$ cat config.mk
export PLATFORM = sky130hd
export DESIGN_NAME = scemi_msg_out_serializer_flat
export DESIGN_NICKNAME = d
export VERILOG_FILES = /design/src/rtl/scemi_msg_out_serializer_if.sv /design/src/rtl/scemi_msg_out_serializer.sv /design/src/flat_wrapper.sv
export SDC_FILE = /design/constraint.sdc
export NUM_CORES = 1
export LEC_CHECK = 0
export ABC_AREA = 1
export BUFFER_PORTS_ARGS = -buffer_cell sky130_fd_sc_hd__buf_2
export CAP_MARGIN = 40
export CORE_MARGIN = 4
export CORE_UTILIZATION = 35
export DETAILED_ROUTE_END_ITERATION = 8
export SETUP_SLACK_MARGIN = 0.3
export SKIP_CTS_REPAIR_TIMING = 1
export SKIP_LAST_GASP = 1
export SYNTH_ARGS = -nofsm -noshare
export SYNTH_HDL_FRONTEND = slang
export SYNTH_SLANG_ARGS = --single-unit
$ cat constraint.sdc
create_clock -name clk -period 2.8 [get_ports clk]
set_input_delay 0.56 -clock clk [delete_from_list [all_inputs] [get_ports clk]]
set_output_delay 0.56 -clock clk [all_outputs]
set_load 0.03 [all_outputs]
$ cat src/rtl/scemi_msg_out_serializer_if.sv
// Message-in / link-out bundle for the SCE-MI output message port.
// Optional link_parity signal present when SCEMI_OUT_PARITY_EN is defined.
interface scemi_msg_out_serializer_if #(
   parameter int unsigned PortWidth = 32,
   parameter int unsigned LinkWidth = 16
);
   logic                 TransmitReady;
   logic                 ReceiveReady;
   logic [PortWidth-1:0] Message;
   logic                 link_valid;
   logic                 link_ready;
   logic [LinkWidth-1:0] link_data;
   logic                 link_last;
`ifdef SCEMI_OUT_PARITY_EN
   logic                 link_parity;
`endif

   // Serializer side: accepts messages, drives the link
   modport master (
`ifdef SCEMI_OUT_PARITY_EN
      output link_parity,
`endif
      input  TransmitReady, Message, link_ready,
      output ReceiveReady, link_valid, link_data, link_last
   );

   // Environment side: DUT logic pushing messages and host proxy taking beats
   modport slave (
`ifdef SCEMI_OUT_PARITY_EN
      input  link_parity,
`endif
      output TransmitReady, Message, link_ready,
      input  ReceiveReady, link_valid, link_data, link_last
   );
endinterface

$ cat src/rtl/scemi_msg_out_serializer.sv
// SCE-MI output message port: buffers PortWidth-bit messages in a Depth-entry
// FIFO and serializes them LSB-first onto a LinkWidth valid/ready/last link.
// Optional feature macro: SCEMI_OUT_PARITY_EN (adds link_parity on the link).
// Legal configurations: 1 <= LinkWidth <= PortWidth, Depth a power of 2, >= 2.
module scemi_msg_out_serializer #(
   parameter int unsigned PortWidth = 32,
   parameter int unsigned LinkWidth = 16,
   parameter int unsigned Depth     = 4
) (
   input  logic                       clk,
   input  logic                       rst,
   scemi_msg_out_serializer_if.master bus,
   output logic [15:0]                msg_count
);

   localparam int unsigned NBeats = (PortWidth + LinkWidth - 1) / LinkWidth;
   localparam int unsigned ShiftW = NBeats * LinkWidth;
   localparam int unsigned PtrW   = $clog2(Depth);
   localparam int unsigned CntW   = PtrW + 1;
   localparam int unsigned BeatW  = (NBeats > 1) ? $clog2(NBeats) : 1;

   typedef enum logic {S_IDLE, S_SEND} state_e;

   logic [PortWidth-1:0] fifo_q [Depth];
   logic [PtrW-1:0]      wr_ptr_q, rd_ptr_q;
   logic [CntW-1:0]      count_q, count_d;
   state_e               state_q, state_d;
   logic [ShiftW-1:0]    shift_q, shift_d, head;
   logic [BeatW-1:0]     beat_q, beat_d;
   logic [15:0]          msg_count_q, msg_count_d;
   logic                 rr_q, rr_d;
   logic                 valid_q, valid_d;
   logic                 last_q, last_d;
   logic                 push, pop;
`ifdef SCEMI_OUT_PARITY_EN
   logic                 parity_q, parity_d;
`endif

   // Next-state: FIFO bookkeeping and beat serializer
   always_comb begin
      push        = bus.TransmitReady && rr_q;
      pop         = 1'b0;
      state_d     = state_q;
      shift_d     = shift_q;
      beat_d      = beat_q;
      msg_count_d = msg_count_q;
      head        = ShiftW'(fifo_q[rd_ptr_q]);
      case (state_q)
         S_IDLE: begin
            if (count_q != '0) begin
               pop     = 1'b1;
               shift_d = head;
               beat_d  = '0;
               state_d = S_SEND;
            end
         end
         S_SEND: begin
            if (bus.link_ready) begin
               if (beat_q == BeatW'(NBeats - 1)) begin
                  msg_count_d = msg_count_q + 16'd1;
                  // Reload straight from the FIFO so messages stream without a bubble
                  if (count_q != '0) begin
                     pop     = 1'b1;
                     shift_d = head;
                     beat_d  = '0;
                  end else begin
                     state_d = S_IDLE;
                  end
               end else begin
                  shift_d = shift_q >> LinkWidth;
                  beat_d  = beat_q + BeatW'(1);
               end
            end
         end
         default: state_d = S_IDLE;
      endcase
      count_d  = count_q + CntW'(push) - CntW'(pop);
      rr_d     = (count_d != CntW'(Depth));
      valid_d  = (state_d == S_SEND);
      last_d   = valid_d && (beat_d == BeatW'(NBeats - 1));
`ifdef SCEMI_OUT_PARITY_EN
      parity_d = ^shift_d[LinkWidth-1:0];
`endif
   end

   // State and output registers; reset abandons any partial message and flushes the FIFO
   always_ff @(posedge clk) begin
      if (rst) begin
         state_q     <= S_IDLE;
         shift_q     <= '0;
         beat_q      <= '0;
         count_q     <= '0;
         wr_ptr_q    <= '0;
         rd_ptr_q    <= '0;
         rr_q        <= 1'b0;
         valid_q     <= 1'b0;
         last_q      <= 1'b0;
         msg_count_q <= '0;
`ifdef SCEMI_OUT_PARITY_EN
         parity_q    <= 1'b0;
`endif
      end else begin
         state_q     <= state_d;
         shift_q     <= shift_d;
         beat_q      <= beat_d;
         count_q     <= count_d;
         rr_q        <= rr_d;
         valid_q     <= valid_d;
         last_q      <= last_d;
         msg_count_q <= msg_count_d;
`ifdef SCEMI_OUT_PARITY_EN
         parity_q    <= parity_d;
`endif
         if (push) wr_ptr_q <= wr_ptr_q + PtrW'(1);
         if (pop)  rd_ptr_q <= rd_ptr_q + PtrW'(1);
      end
   end

   // FIFO storage; pointers are reset separately so contents need no reset
   always_ff @(posedge clk) begin
      if (push) fifo_q[wr_ptr_q] <= bus.Message;
   end

   assign bus.ReceiveReady = rr_q;
   assign bus.link_valid   = valid_q;
   assign bus.link_data    = shift_q[LinkWidth-1:0];
   assign bus.link_last    = last_q;
   assign msg_count        = msg_count_q;
`ifdef SCEMI_OUT_PARITY_EN
   assign bus.link_parity  = parity_q;
`endif

endmodule

$ cat src/flat_wrapper.sv
// flat-port wrapper written by rule: the top's interface ports become plain ports
module scemi_msg_out_serializer_flat 
#(
   parameter int unsigned PortWidth = 32,
   parameter int unsigned LinkWidth = 16,
   parameter int unsigned Depth     = 4
)
  (clk, rst, msg_count, bus_TransmitReady, bus_Message, bus_link_ready, bus_ReceiveReady, bus_link_valid, bus_link_data, bus_link_last);
  scemi_msg_out_serializer_if #(.PortWidth(PortWidth), .LinkWidth(LinkWidth)) bus_i ();
  input  logic clk;
  input  logic rst;
  output logic [15:0] msg_count;
  input wire logic [$bits(bus_i.TransmitReady)-1:0] bus_TransmitReady;
  input wire logic [$bits(bus_i.Message)-1:0] bus_Message;
  input wire logic [$bits(bus_i.link_ready)-1:0] bus_link_ready;
  output wire logic [$bits(bus_i.ReceiveReady)-1:0] bus_ReceiveReady;
  output wire logic [$bits(bus_i.link_valid)-1:0] bus_link_valid;
  output wire logic [$bits(bus_i.link_data)-1:0] bus_link_data;
  output wire logic [$bits(bus_i.link_last)-1:0] bus_link_last;
  assign bus_i.TransmitReady = bus_TransmitReady;
  assign bus_i.Message = bus_Message;
  assign bus_i.link_ready = bus_link_ready;
  assign bus_ReceiveReady = bus_i.ReceiveReady;
  assign bus_link_valid = bus_i.link_valid;
  assign bus_link_data = bus_i.link_data;
  assign bus_link_last = bus_i.link_last;
  scemi_msg_out_serializer #(.PortWidth(PortWidth), .LinkWidth(LinkWidth), .Depth(Depth)) u_core (.clk(clk), .rst(rst), .bus(bus_i), .msg_count(msg_count));
endmodule
==> reports/qor_table.md, run 1 <==
| Group | Metric | Reported |
|---|---|---|
| outcome | Result of the run | finished, final reports clean |
| floorplanning | DIE WIDTH | 161 um |
| cells and area | Ant diodes | 0 |
| cells and area | Proportion of layout cells with a drive suffix above 1 | 0.154 |
| hold path | Start point of the worst min-delay path | bus_Message[15] |
| flow run | Max-Cap Viols | 0 |
| synthesis | Ranking of synthesized cells by area | sky130_fd_sc_hd__edfxtp_1 (47%), sky130_fd_sc_hd__dfxtp_1 (15%), sky130_fd_sc_hd__nand2_1 (10%) |
| clock network | TritonCTS clock tree | built |
| placement | Area post-placement | 8810 um^2 |
| timing | Final hold violation count | 0 |
| setup path | Largest fanout of any net on the critical path | 19 |
| timing | Final sum of negative setup slack | 0 ns |
| drt | Routed metal-1 wire length | 8.19 mm |
| timing | Min Clock Period, post-route | 2.31 ns |
| power and ir drop | Worst IR Drop VDD | 0.000411 V |
| setup path | Worst setup EP type | register |
| synthesis | Cell taking the most area after synthesis | sky130_fd_sc_hd__edfxtp_1 |
| synthesis | Yosys cell types | 34 |
| hold path | Instance count along the most critical hold path | 1 |
| synthesis | Synthesized instance count | 869 |
| timing | Total setup violations reported at the end of the flow | 0 |
| drt | Routed length on met2 | 8.66 mm |
| cells and area | Commonest cells after routing, fill and taps aside | sky130_fd_sc_hd__nand2_1 (223), sky130_fd_sc_hd__inv_1 (128), sky130_fd_sc_hd__edfxtp_1 (128) |
| timing | Slew @ Worst Pin | 0.636 ns |
| drt | Length of the first detailed-routing pass in iterations | 4 |
| setup path | Launch instance of the worst register-to-register path | u_core.count_q[1] |
| drt | Via density per instance | 4.56 |
| timing | Worst slew margin relative to its limit | 0.576 |
| hold path | Hold WC Path Type | primary input to register |
| drt | Avg WL per Cell | 14.2 um |
| global route | First-pass GRT wire length | 27.8 mm |
| drt | Iteration-0 DRC Markers | 434 |
| global route | Number of antenna violations at the first check in global routing | 0 |
| drt | Number of DRC violations after detailed routing | 0 |
| setup path | Worst setup slack for register-to-register paths | 0.49 ns |
| placement | RD Place Congestion | 0.765 |
| timing | RSZ-0062 raised after global routing | no |
| setup path | Worst flop-to-flop path endpoint | u_core.bus.ReceiveReady |
| timing | Fmax | 0.433 GHz |
| floorplanning | Row cnt | 55 |
| clock network | Clock transition at the register clock pins on the worst setup and hold paths after CTS | 0.08 ns |
| cells and area | Most common cell after layout, fill and taps aside | sky130_fd_sc_hd__nand2_1 |
| placement | Half-perimeter wire length after placement | 11.3 mm |
| synthesis | Proportion of netlist area held by the largest area contributor | 0.470 |
| cells and area | Area of all placed cells without fillers | 9430 um^2 |
| setup path | Category of the most critical setup path | register to register |
| timing | Slew Viols, Final | 0 |
| synthesis | Post-synthesis sequential area ratio | 0.619 |
| synthesis | Mean Syn Cell Area | 9.42 um^2 |
| setup path | Element type at the critical path start | register |
| timing | Fraction of the cycle the final worst path needs | 0.825 |
| drt | Uppermost layer routed | met4 |
| synthesis | Cell area after synthesis | 8180 um^2 |
| clock network | Maximum clock path buffer count | 2 |
| power and ir drop | Power density cells | 933 nW/um^2 |
| drt | Routed wl met3 | 692 um |
| global route | Leftover overflow at the end of global routing | 0 |
| global route | Maximum number of pins on one net before global-route repair | 65 |
| setup path | Data required, critical path | 3.13 ns |
| cells and area | Count of non-filler cells in the finished layout | 1247 |
| floorplanning | Floorplan Core Area | 22800 um^2 |
| floorplanning | Initial core utilization | 0.358 |
| placement | Number of buffers added on ports | 70 |
| power and ir drop | Leakage dissipation | 3.98 nW |
| floorplanning | Die footprint | 25900 um^2 |
| setup path | Arr. time, crit path | 2.64 ns |
| drt | Routed vias | 5686 |
| synthesis | Synthesized flop and latch total | 189 |
| global route | Total Routing Usage GR | 0.135 |
| drt | Final WL | 17.7 mm |
| timing | Worst Hold Slack | 0.340 ns |
| clock network | Source-to-sink clock delay at the later pin of the worst-skew pair | 0.43 ns |
| timing | Final setup skew | 0.0113 ns |
| drt | Residual antenna-violating net count after detailed routing | 0 |
| synthesis | Net count after synthesis | 913 |
| placement | Cell count after placement | 1215 |
| clock network | TritonCTS Sinks | 189 |
| global route | Number of global-route vias before repair | 5186 |
| floorplanning | Die height | 161 um |
| floorplanning | I/O pin count | 71 |
| clock network | Inserted Clock Buffers | 17 |
| hold path | Sink of the worst hold path | u_core.fifo_q[1][15] |
| clock network | Htree depth | 4 |
| cells and area | Post-route core utilization | 0.413 |
| setup path | Count of cells along the worst register-to-register path | 13 |
| cells and area | Layout overhead on the synthesized area | 15.3% |
| cells and area | Final Net Count | 965 |
| synthesis | Yosys warning total | 0 |
| clock network | Library cell used as clock root buffer | sky130_fd_sc_hd__clkbuf_16 |
==> stage by stage <==
stage               setup slack, ns  power, W
floorplan                     0.274   0.00576
global placement              0.265   0.00640
detailed placement            0.201   0.00644
CTS                           0.356   0.00893
global route                  0.337   0.00937
finish                        0.491   0.00881
==> sequential cells by signal (all words and copies together) (netlist names), named ones only <==
register	count
u_core.rd_ptr_q	2
u_core.wr_ptr_q	2
u_core.count_q	3
u_core.beat_q	1
u_core.bus.link_last	1
u_core.fifo_q	128
u_core.shift_q	32
u_core.state_q	1
u_core.msg_count	16
u_core.bus.ReceiveReady	1
==> worst max-delay path by stage <==
stage	from	end	slack, ns
finish	u_core.count_q[1]	u_core.bus.ReceiveReady	0.49
global route	u_core.count_q[1]	u_core.bus.ReceiveReady	0.34
CTS	u_core.count_q[1]	u_core.bus.ReceiveReady	0.36
detailed placement	bus_link_ready	u_core.bus.ReceiveReady	0.20
global placement	bus_link_ready	u_core.bus.ReceiveReady	0.27
floorplan	u_core.bus.ReceiveReady	u_core.fifo_q[0][0]	0.27
==> logic make-up after synthesis <==
logic type	synth area share
flops	0.619
buf+inv	0.0992
fa+ha+maj	0.0131
compound gates	0.0804
simple gates	0.185
xor+xnor	0.00321
==> synth_stat cells (all sizes together) <==
cell type	number
a211oi	2
clkbuf	16
ha	7
a21oi	46
a22oi	1
nand2	226
buf	37
xnor2	1
nand3	54
inv	135
fa	1
and2	1
a31oi	1
o221ai	1
edfxtp	128
nor3b	2
o21ai	57
nand4	4
o22ai	15
dfxtp	61
nor3	4
xor2	2
nor2	67
==> critical path: stages (launching register included) <==
cell and delay, ns:
sky130_fd_sc_hd__dfxtp_2 0.37, sky130_fd_sc_hd__nor2_8 0.15, sky130_fd_sc_hd__nand2_8 0.12, sky130_fd_sc_hd__nand2_2 0.13
sky130_fd_sc_hd__nor2_4 0.04, sky130_fd_sc_hd__ha_1 0.27, sky130_fd_sc_hd__inv_1 0.05, sky130_fd_sc_hd__ha_1 0.14
sky130_fd_sc_hd__inv_1 0.05, sky130_fd_sc_hd__fa_1 0.39, sky130_fd_sc_hd__xnor2_1 0.15, sky130_fd_sc_hd__xor2_1 0.15
sky130_fd_sc_hd__o21ai_0 0.16, sky130_fd_sc_hd__inv_1 0.05
==> area by class of cell <==
type,instances,area [um^2]
tap,313,392
fill,2287,13400
clock inverter,15,196
inverter,135,507
timing repair buffer,86,508
sequential,189,5070
multi-input combinational,492,2340
clock buffer,17,425
==> where the power goes <==
part           leakage [nW]  internal, W  total (W)  switching, W
logic                  2.02     0.000851    0.00273       0.00187
registers              1.66      0.00338    0.00360      0.000217
clock network         0.301      0.00124    0.00248       0.00124
==> per-layer routing <==
layer,GRT usage,up-vias
met1,0.178,2681
met5,0,-
met4,0.0283,0
met3,0.0328,11
met2,0.229,95
li1,-,2899
(Power assumes the default switching activity.)
==> run 2, diff against run 1 <==
==> constraint.sdc (replaced) <==
create_clock -name clk -period 2.18 [get_ports clk]
set_input_delay 0.436 -clock clk [delete_from_list [all_inputs] [get_ports clk]]
set_output_delay 0.436 -clock clk [all_outputs]
set_load 0.03 [all_outputs]
==> run 2 against run 1 <==
Effect of this change: register-to-register slack got worse by 0.32 ns; clock skew decreased by 0.00082 ns; worst setup slack got worse by 0.32 ns; clock-buffer cell count unchanged; total power increased by 29%; cell area increased by 1.2%; sequential power increased by 29%; critical path depth increased by 1; global-route usage increased by 0.37 points; sequential share of layout area decreased by 0.57 points; core utilization increased by 0.49 points; wire length decreased by 0.50%; critical path type unchanged; largest power group unchanged.
==> reports/qor_table.md, run 2 (same netlist as run 1, synthesis figures left out) <==
| Group | Metric | Reported | vs previous |
|---|---|---|---|
| power and ir drop | Worst IR Drop VDD | 0.000646 V | +57% |
| timing | Fraction of the cycle the final worst path needs | 0.923 | +0.0983 |
| outcome | Result of the run | finished, final reports clean |  |
| timing | Final sum of negative setup slack | 0 ns | unchanged |
| clock network | Inserted Clock Buffers | 17 | unchanged |
| drt | Number of DRC violations after detailed routing | 0 | unchanged |
| drt | Iteration-0 DRC Markers | 409 | -5.8% |
| global route | Leftover overflow at the end of global routing | 0 | unchanged |
| global route | First-pass GRT wire length | 28.5 mm | +2.7% |
| clock network | Library cell used as clock root buffer | sky130_fd_sc_hd__clkbuf_16 |  |
| drt | Length of the first detailed-routing pass in iterations | 5 | +1 |
| floorplanning | Die footprint | 25900 um^2 | unchanged |
| placement | Area post-placement | 8940 um^2 | +1.5% |
| cells and area | Proportion of layout cells with a drive suffix above 1 | 0.172 | +0.0174 |
| floorplanning | Die height | 161 um | unchanged |
| cells and area | Count of filler cells inserted in the layout | 2250 | -1.6% |
| timing | Min Clock Period, post-route | 2.01 ns | -0.297 ns |
| hold path | Instance count along the most critical hold path | 1 | unchanged |
| placement | Number of buffers added on ports | 70 | unchanged |
| hold path | Hold WC Path Type | primary input to register |  |
| timing | Final setup skew | 0.0105 ns | -0.000819 ns |
| timing | Post-route worst setup slack | 0.168 ns | -0.323 ns |
| flow run | Max-Cap Viols | 0 | unchanged |
| clock network | TritonCTS clock tree | built |  |
| cells and area | Max reg flops | 128 | unchanged |
| hold path | Start point of the worst min-delay path | bus_Message[18] |  |
| drt | Residual antenna-violating net count after detailed routing | 0 | unchanged |
| timing | Total setup violations reported at the end of the flow | 0 | unchanged |
| setup path | Category of the most critical setup path | register to register |  |
| timing | Slew @ Worst Pin | 0.570 ns | -0.0661 ns |
| cells and area | Ant diodes | 0 | unchanged |
| clock network | Htree depth | 4 | unchanged |
| timing | Final hold violation count | 0 | unchanged |
| setup path | Element type at the critical path start | register |  |
| floorplanning | Row cnt | 55 | unchanged |
| cells and area | Area of all placed cells without fillers | 9540 um^2 | +1.2% |
| setup path | Worst setup slack for register-to-register paths | 0.17 ns | -0.32 ns |
| setup path | Data required, critical path | 2.50 ns | -0.63 ns |
| cells and area | Final Net Count | 976 | +1.1% |
| cells and area | Area used by multi-input combinational logic | 2380 um^2 | +2.0% |
| timing | Slew Viols, Final | 0 | unchanged |
| setup path | CP startpoint | u_core.state_q |  |
| global route | Total Routing Usage GR | 0.139 | +0.00373 |
| clock network | Clock transition at the register clock pins on the worst setup and hold paths after CTS | 0.07 ns | about the same |
| cells and area | Layout overhead on the synthesized area | 16.6% |  |
| floorplanning | Initial core utilization | 0.358 | unchanged |
| clock network | TritonCTS Sinks | 189 | unchanged |
| placement | Post-placement worst setup slack | -0.0650 ns | -0.266 ns |
| global route | Maximum number of pins on one net before global-route repair | 43 | -34% |
| drt | Routed vias | 5721 | +0.62% |
| floorplanning | I/O pin count | 71 | unchanged |
| setup path | Count of cells along the worst register-to-register path | 14 | +1 |
| cells and area | Commonest cells after routing, fill and taps aside | sky130_fd_sc_hd__nand2_1 (223), sky130_fd_sc_hd__edfxtp_1 (128), sky130_fd_sc_hd__inv_1 (126) |  |
| hold path | Sink of the worst hold path | u_core.fifo_q[0][18] |  |
| power and ir drop | Leakage dissipation | 4.02 nW | +1.0% |
| setup path | Arr. time, crit path | 2.33 ns | -0.31 ns |
| timing | Worst Hold Slack | 0.214 ns | -0.126 ns |
| global route | Number of antenna violations at the first check in global routing | 1 | +1 |
| drt | Via density per instance | 4.55 | -0.18% |
| setup path | Worst flop-to-flop path endpoint | u_core.bus.ReceiveReady |  |
| timing | RSZ-0062 raised after global routing | yes |  |
| placement | Half-perimeter wire length after placement | 11.1 mm | -1.3% |
| setup path | Launch instance of the worst register-to-register path | u_core.state_q |  |
| clock network | Source-to-sink clock delay at the later pin of the worst-skew pair | 0.43 ns | about the same |
| drt | Final WL | 17.6 mm | -0.50% |
| timing | Worst slew margin relative to its limit | 0.619 | +0.0435 |
| clock network | Maximum clock path buffer count | 2 | unchanged |
| timing | Fmax | 0.497 GHz | +15% |
| cells and area | Most common cell after layout, fill and taps aside | sky130_fd_sc_hd__nand2_1 |  |
| floorplanning | DIE WIDTH | 161 um | unchanged |
| power and ir drop | Power density cells | 1190 nW/um^2 | +28% |
| setup path | Worst setup EP type | register |  |
| drt | Avg WL per Cell | 14.0 um | -1.3% |
| cells and area | Seq. cell area | 5070 um^2 | about the same |
| placement | RD Place Congestion | 0.804 | +5.0% |
| floorplanning | Floorplan Core Area | 22800 um^2 | unchanged |
| cells and area | Register containing the most flip-flops in the final layout | u_core.fifo_q |  |
| setup path | Largest fanout of any net on the critical path | 2 | -17 |
| global route | Number of global-route vias before repair | 5464 | +5.4% |
==> run 2: worst max-delay path by stage <==
stage | endpoint | slack, ns | cells after the start
after floorplan | u_core.bus.ReceiveReady | -0.06 | 15
after global placement | u_core.bus.ReceiveReady | -0.04 | 14
after detailed placement | u_core.bus.ReceiveReady | -0.06 | 14
after CTS | u_core.bus.ReceiveReady | 0.06 | 13
after global routing | u_core.bus.ReceiveReady | 0.04 | 14
final | u_core.bus.ReceiveReady | 0.17 | 14
==> run 2: layout make-up <==
class	instances	area share
clock buffers	17	0.0446
clock inverters	14	0.0160
inverters	135	0.0539
multi-input cells	492	0.250
flip-flops and latches	189	0.532
well taps	313	0.0410
repair buffers	97	0.0632
==> run 2: power by group <==
part | switching [W] | total (W) | leakage, nW | internal, W
combinational | 0.00249 | 0.00375 | 2.08 | 0.00125
clock | 0.00140 | 0.00302 | 0.281 | 0.00162
sequential | 0.000278 | 0.00463 | 1.66 | 0.00435
total | 0.00417 | 0.0114 | 4.02 | 0.00722
==> run 2: stage by stage <==
| step | cells | power (W) | util |
|---|---|---|---|
| 2_1_floorplan | 869 | 0.00751 | - |
| 3_3_place_gp | 1223 | 0.00840 | 0.391 |
| 3_5_place_dp | 1223 | 0.00845 | 0.391 |
| 6_report | 1257 | 0.0114 | 0.418 |
| 5_1_grt | 1257 | 0.0122 | 0.418 |
| 4_1_cts | 1254 | 0.0115 | 0.417 |
==> run 2: critical path, cell delays in order, from the launching register on <==
cell and delay (ns):
sky130_fd_sc_hd__dfxtp_4 0.35, sky130_fd_sc_hd__inv_4 0.07, sky130_fd_sc_hd__nor2_4 0.04, sky130_fd_sc_hd__inv_4 0.06
sky130_fd_sc_hd__nand2_4 0.06, sky130_fd_sc_hd__nor2_4 0.13, sky130_fd_sc_hd__ha_4 0.21, sky130_fd_sc_hd__inv_4 0.05
sky130_fd_sc_hd__ha_4 0.11, sky130_fd_sc_hd__inv_2 0.03, sky130_fd_sc_hd__fa_2 0.34, sky130_fd_sc_hd__xnor2_2 0.14
sky130_fd_sc_hd__xor2_1 0.15, sky130_fd_sc_hd__o21ai_1 0.12, sky130_fd_sc_hd__inv_1 0.05
==> run 2: per-layer routing <==
metal	routed length (um)	part of all wire	GRT usage	vias to the layer above
met5	13	0.00074	0	-
met4	144	0.0082	0.0349	2
met3	787	0.045	0.0349	13
met2	8710	0.49	0.239	109
met1	7940	0.45	0.176	2677
li1	-	-	-	2920
==> run 3, diff against run 2 <==
--- a/config.mk
+++ b/config.mk
@@ -8,9 +8,12 @@
 export ABC_AREA = 1
 export BUFFER_PORTS_ARGS = -buffer_cell sky130_fd_sc_hd__buf_2
 export CAP_MARGIN = 40
+export CELL_PAD_IN_SITES_DETAIL_PLACEMENT = 1
+export CELL_PAD_IN_SITES_GLOBAL_PLACEMENT = 1
 export CORE_MARGIN = 4
 export CORE_UTILIZATION = 35
 export DETAILED_ROUTE_END_ITERATION = 8
+export PLACE_DENSITY_LB_ADDON = 0.1
 export SETUP_SLACK_MARGIN = 0.3
 export SKIP_CTS_REPAIR_TIMING = 1
 export SKIP_LAST_GASP = 1
==> run 3 against run 2 <==
Effect of this change: core utilization hardly changed; wire length increased by 18%; combinational power grew 3%; register-to-register slack worse by 0.02 ns; maximum frequency down 1.1%; global-route usage increased by 2.9 points; worst hold slack lost 0.0093 ns.
==> reports/qor_table.md, run 3 (same netlist as run 1, synthesis figures left out) <==
| Group | Metric | Reported | vs previous |
|---|---|---|---|
| global route | First-pass GRT wire length | 34.1 mm | +20% |
| cells and area | Count of non-filler cells in the finished layout | 1258 | +0.080% |
| timing | Final setup skew | 0.0104 ns | -0.000149 ns |
| outcome | Result of the run | finished, final reports clean |  |
| clock network | Library cell used as clock root buffer | sky130_fd_sc_hd__clkbuf_16 |  |
| flow run | Max-Cap Viols | 0 | unchanged |
| cells and area | Ant diodes | 0 | unchanged |
| timing | Min Clock Period, post-route | 2.03 ns | +0.0225 ns |
| timing | Fmax | 0.492 GHz | -1.1% |
| timing | Slew Viols, Final | 0 | unchanged |
| timing | Post-route worst setup slack | 0.146 ns | -0.0225 ns |
| drt | Number of DRC violations after detailed routing | 0 | unchanged |
| setup path | Element type at the critical path start | register |  |
| drt | Routed vias | 5995 | +4.8% |
| clock network | Maximum clock path buffer count | 2 | unchanged |
| timing | Final hold violation count | 0 | unchanged |
| floorplanning | Initial core utilization | 0.358 | unchanged |
| cells and area | Final Net Count | 976 | unchanged |
| clock network | TritonCTS clock tree | built |  |
| placement | Cell count after placement | 1224 | +0.082% |
| cells and area | Area of all placed cells without fillers | 9550 um^2 | about the same |
| floorplanning | Die height | 161 um | unchanged |
| timing | Worst slew margin relative to its limit | 0.585 | -0.0346 |
| drt | Length of the first detailed-routing pass in iterations | 5 | unchanged |
| floorplanning | DIE WIDTH | 161 um | unchanged |
| timing | Total setup violations reported at the end of the flow | 0 | unchanged |
| drt | Final WL | 20.9 mm | +18% |
| placement | Half-perimeter wire length after placement | 13.2 mm | +19% |
| drt | Via density per instance | 4.77 | +4.7% |
| placement | Post-placement worst setup slack | -0.122 ns | -0.0567 ns |
| floorplanning | Floorplan Core Area | 22800 um^2 | unchanged |
| placement | RD Place Congestion | 0.765 | -4.9% |
| clock network | Htree depth | 4 | unchanged |
| timing | Worst Hold Slack | 0.205 ns | -0.00930 ns |
| clock network | Source-to-sink clock delay at the later pin of the worst-skew pair | 0.43 ns | about the same |
| drt | Avg WL per Cell | 16.6 um | +18% |
| global route | Total Routing Usage GR | 0.168 | +0.0288 |
| power and ir drop | Overall power of the completed layout | 0.0115 W | +1.3% |
| cells and area | Most common cell after layout, fill and taps aside | sky130_fd_sc_hd__nand2_1 |  |
| setup path | Arr. time, crit path | 2.37 ns | +0.04 ns |
| global route | Number of global-route vias before repair | 6544 | +20% |
| cells and area | Proportion of layout cells with a drive suffix above 1 | 0.174 | +0.00193 |
| setup path | Worst setup EP type | register |  |
| global route | Maximum number of pins on one net before global-route repair | 43 | unchanged |
| power and ir drop | Power density cells | 1210 nW/um^2 | +1.2% |
| cells and area | Commonest cells after routing, fill and taps aside | sky130_fd_sc_hd__nand2_1 (223), sky130_fd_sc_hd__edfxtp_1 (128), sky130_fd_sc_hd__inv_1 (126) |  |
| global route | Leftover overflow at the end of global routing | 0 | unchanged |
| cells and area | Count of filler cells inserted in the layout | 2604 | +16% |
| hold path | Hold WC Path Type | primary input to register |  |
| setup path | Data required, critical path | 2.52 ns | +0.02 ns |
| setup path | Largest fanout of any net on the critical path | 2 | unchanged |
| setup path | Category of the most critical setup path | register to register |  |
| cells and area | Max reg flops | 128 | unchanged |
| placement | Number of buffers added on ports | 70 | unchanged |
| floorplanning | I/O pin count | 71 | unchanged |
| global route | Number of antenna violations at the first check in global routing | 0 | -1 |
| floorplanning | Die footprint | 25900 um^2 | unchanged |
| drt | Iteration-0 DRC Markers | 242 | -41% |
| clock network | TritonCTS Sinks | 189 | unchanged |
| placement | Area post-placement | 8950 um^2 | about the same |
| timing | RSZ-0062 raised after global routing | yes |  |
| power and ir drop | Worst IR Drop VDD | 0.000498 V | -23% |
| timing | Slew @ Worst Pin | 0.622 ns | +0.0521 ns |
| timing | Fraction of the cycle the final worst path needs | 0.933 | +0.0103 |
| cells and area | Register containing the most flip-flops in the final layout | u_core.fifo_q |  |
| cells and area | Layout overhead on the synthesized area | 16.7% | about the same |
| floorplanning | Row cnt | 55 | unchanged |
| drt | Residual antenna-violating net count after detailed routing | 0 | unchanged |
| clock network | Clock transition at the register clock pins on the worst setup and hold paths after CTS | 0.08 ns | about the same |
| power and ir drop | Leakage dissipation | 4.02 nW | about the same |
| clock network | Inserted Clock Buffers | 17 | unchanged |
run 3: per-layer routing:
layer	wire length (um)	vias to the layer above	track usage
met5	0	-	0
met3	581	26	0.0310
met2	11000	81	0.309
li1	-	2920	-
met4	332	0	0.0547
met1	8940	2968	0.198
run 3: cell type report:
| cell class | count | area [um^2] | area share |
|---|---|---|---|
| Sequential cell | 189 | 5070 | 0.531 |
| Timing Repair Buffer | 97 | 603 | 0.0632 |
| Clock inverter | 15 | 149 | 0.0156 |
| Tap cell | 313 | 392 | 0.0410 |
| Clock buffer | 17 | 425 | 0.0446 |
| Inverter | 135 | 514 | 0.0539 |
| Multi-Input combinational cell | 492 | 2390 | 0.250 |
run 3: worst max-delay path, stage by stage (launching register included):
cell	delay [ns]
sky130_fd_sc_hd__dfxtp_2	0.37
sky130_fd_sc_hd__inv_2	0.08
sky130_fd_sc_hd__nand2_8	0.08
sky130_fd_sc_hd__nand2_4	0.05
sky130_fd_sc_hd__nor2_4	0.10
sky130_fd_sc_hd__ha_4	0.21
sky130_fd_sc_hd__inv_4	0.05
sky130_fd_sc_hd__ha_4	0.11
sky130_fd_sc_hd__inv_2	0.03
sky130_fd_sc_hd__fa_2	0.35
sky130_fd_sc_hd__xnor2_2	0.15
sky130_fd_sc_hd__xor2_2	0.16
sky130_fd_sc_hd__o21ai_1	0.14
sky130_fd_sc_hd__inv_1	0.05
run 3: per-stage QoR:
| step | setup TNS, ns | util |
|---|---|---|
| 2_1_floorplan | -0.0621 | - |
| 3_3_place_gp | -0.0565 | 0.392 |
| 3_5_place_dp | -0.182 | 0.392 |
| 4_1_cts | 0 | 0.417 |
| 5_1_grt | 0 | 0.418 |
| 6_report | 0 | 0.418 |
run 3: final timing paths:
kind	startpoint	endpoint	slack, ns	cells after the start
worst min register to register	u_core.shift_q[30]	u_core.shift_q[30]	0.47	2
worst max register to register	u_core.count_q[2]	u_core.bus.ReceiveReady	0.15	13
worst max-delay path	u_core.count_q[2]	u_core.bus.ReceiveReady	0.15	13
worst min-delay path	bus_Message[12]	u_core.fifo_q[3][12]	0.20	1
run 3: power by group:
group | leakage, nW | switching [W] | internal, W
clock | 0.281 | 0.00149 | 0.00153
sequential | 1.66 | 0.000300 | 0.00435
combinational | 2.08 | 0.00261 | 0.00126
total | 4.02 | 0.00440 | 0.00713
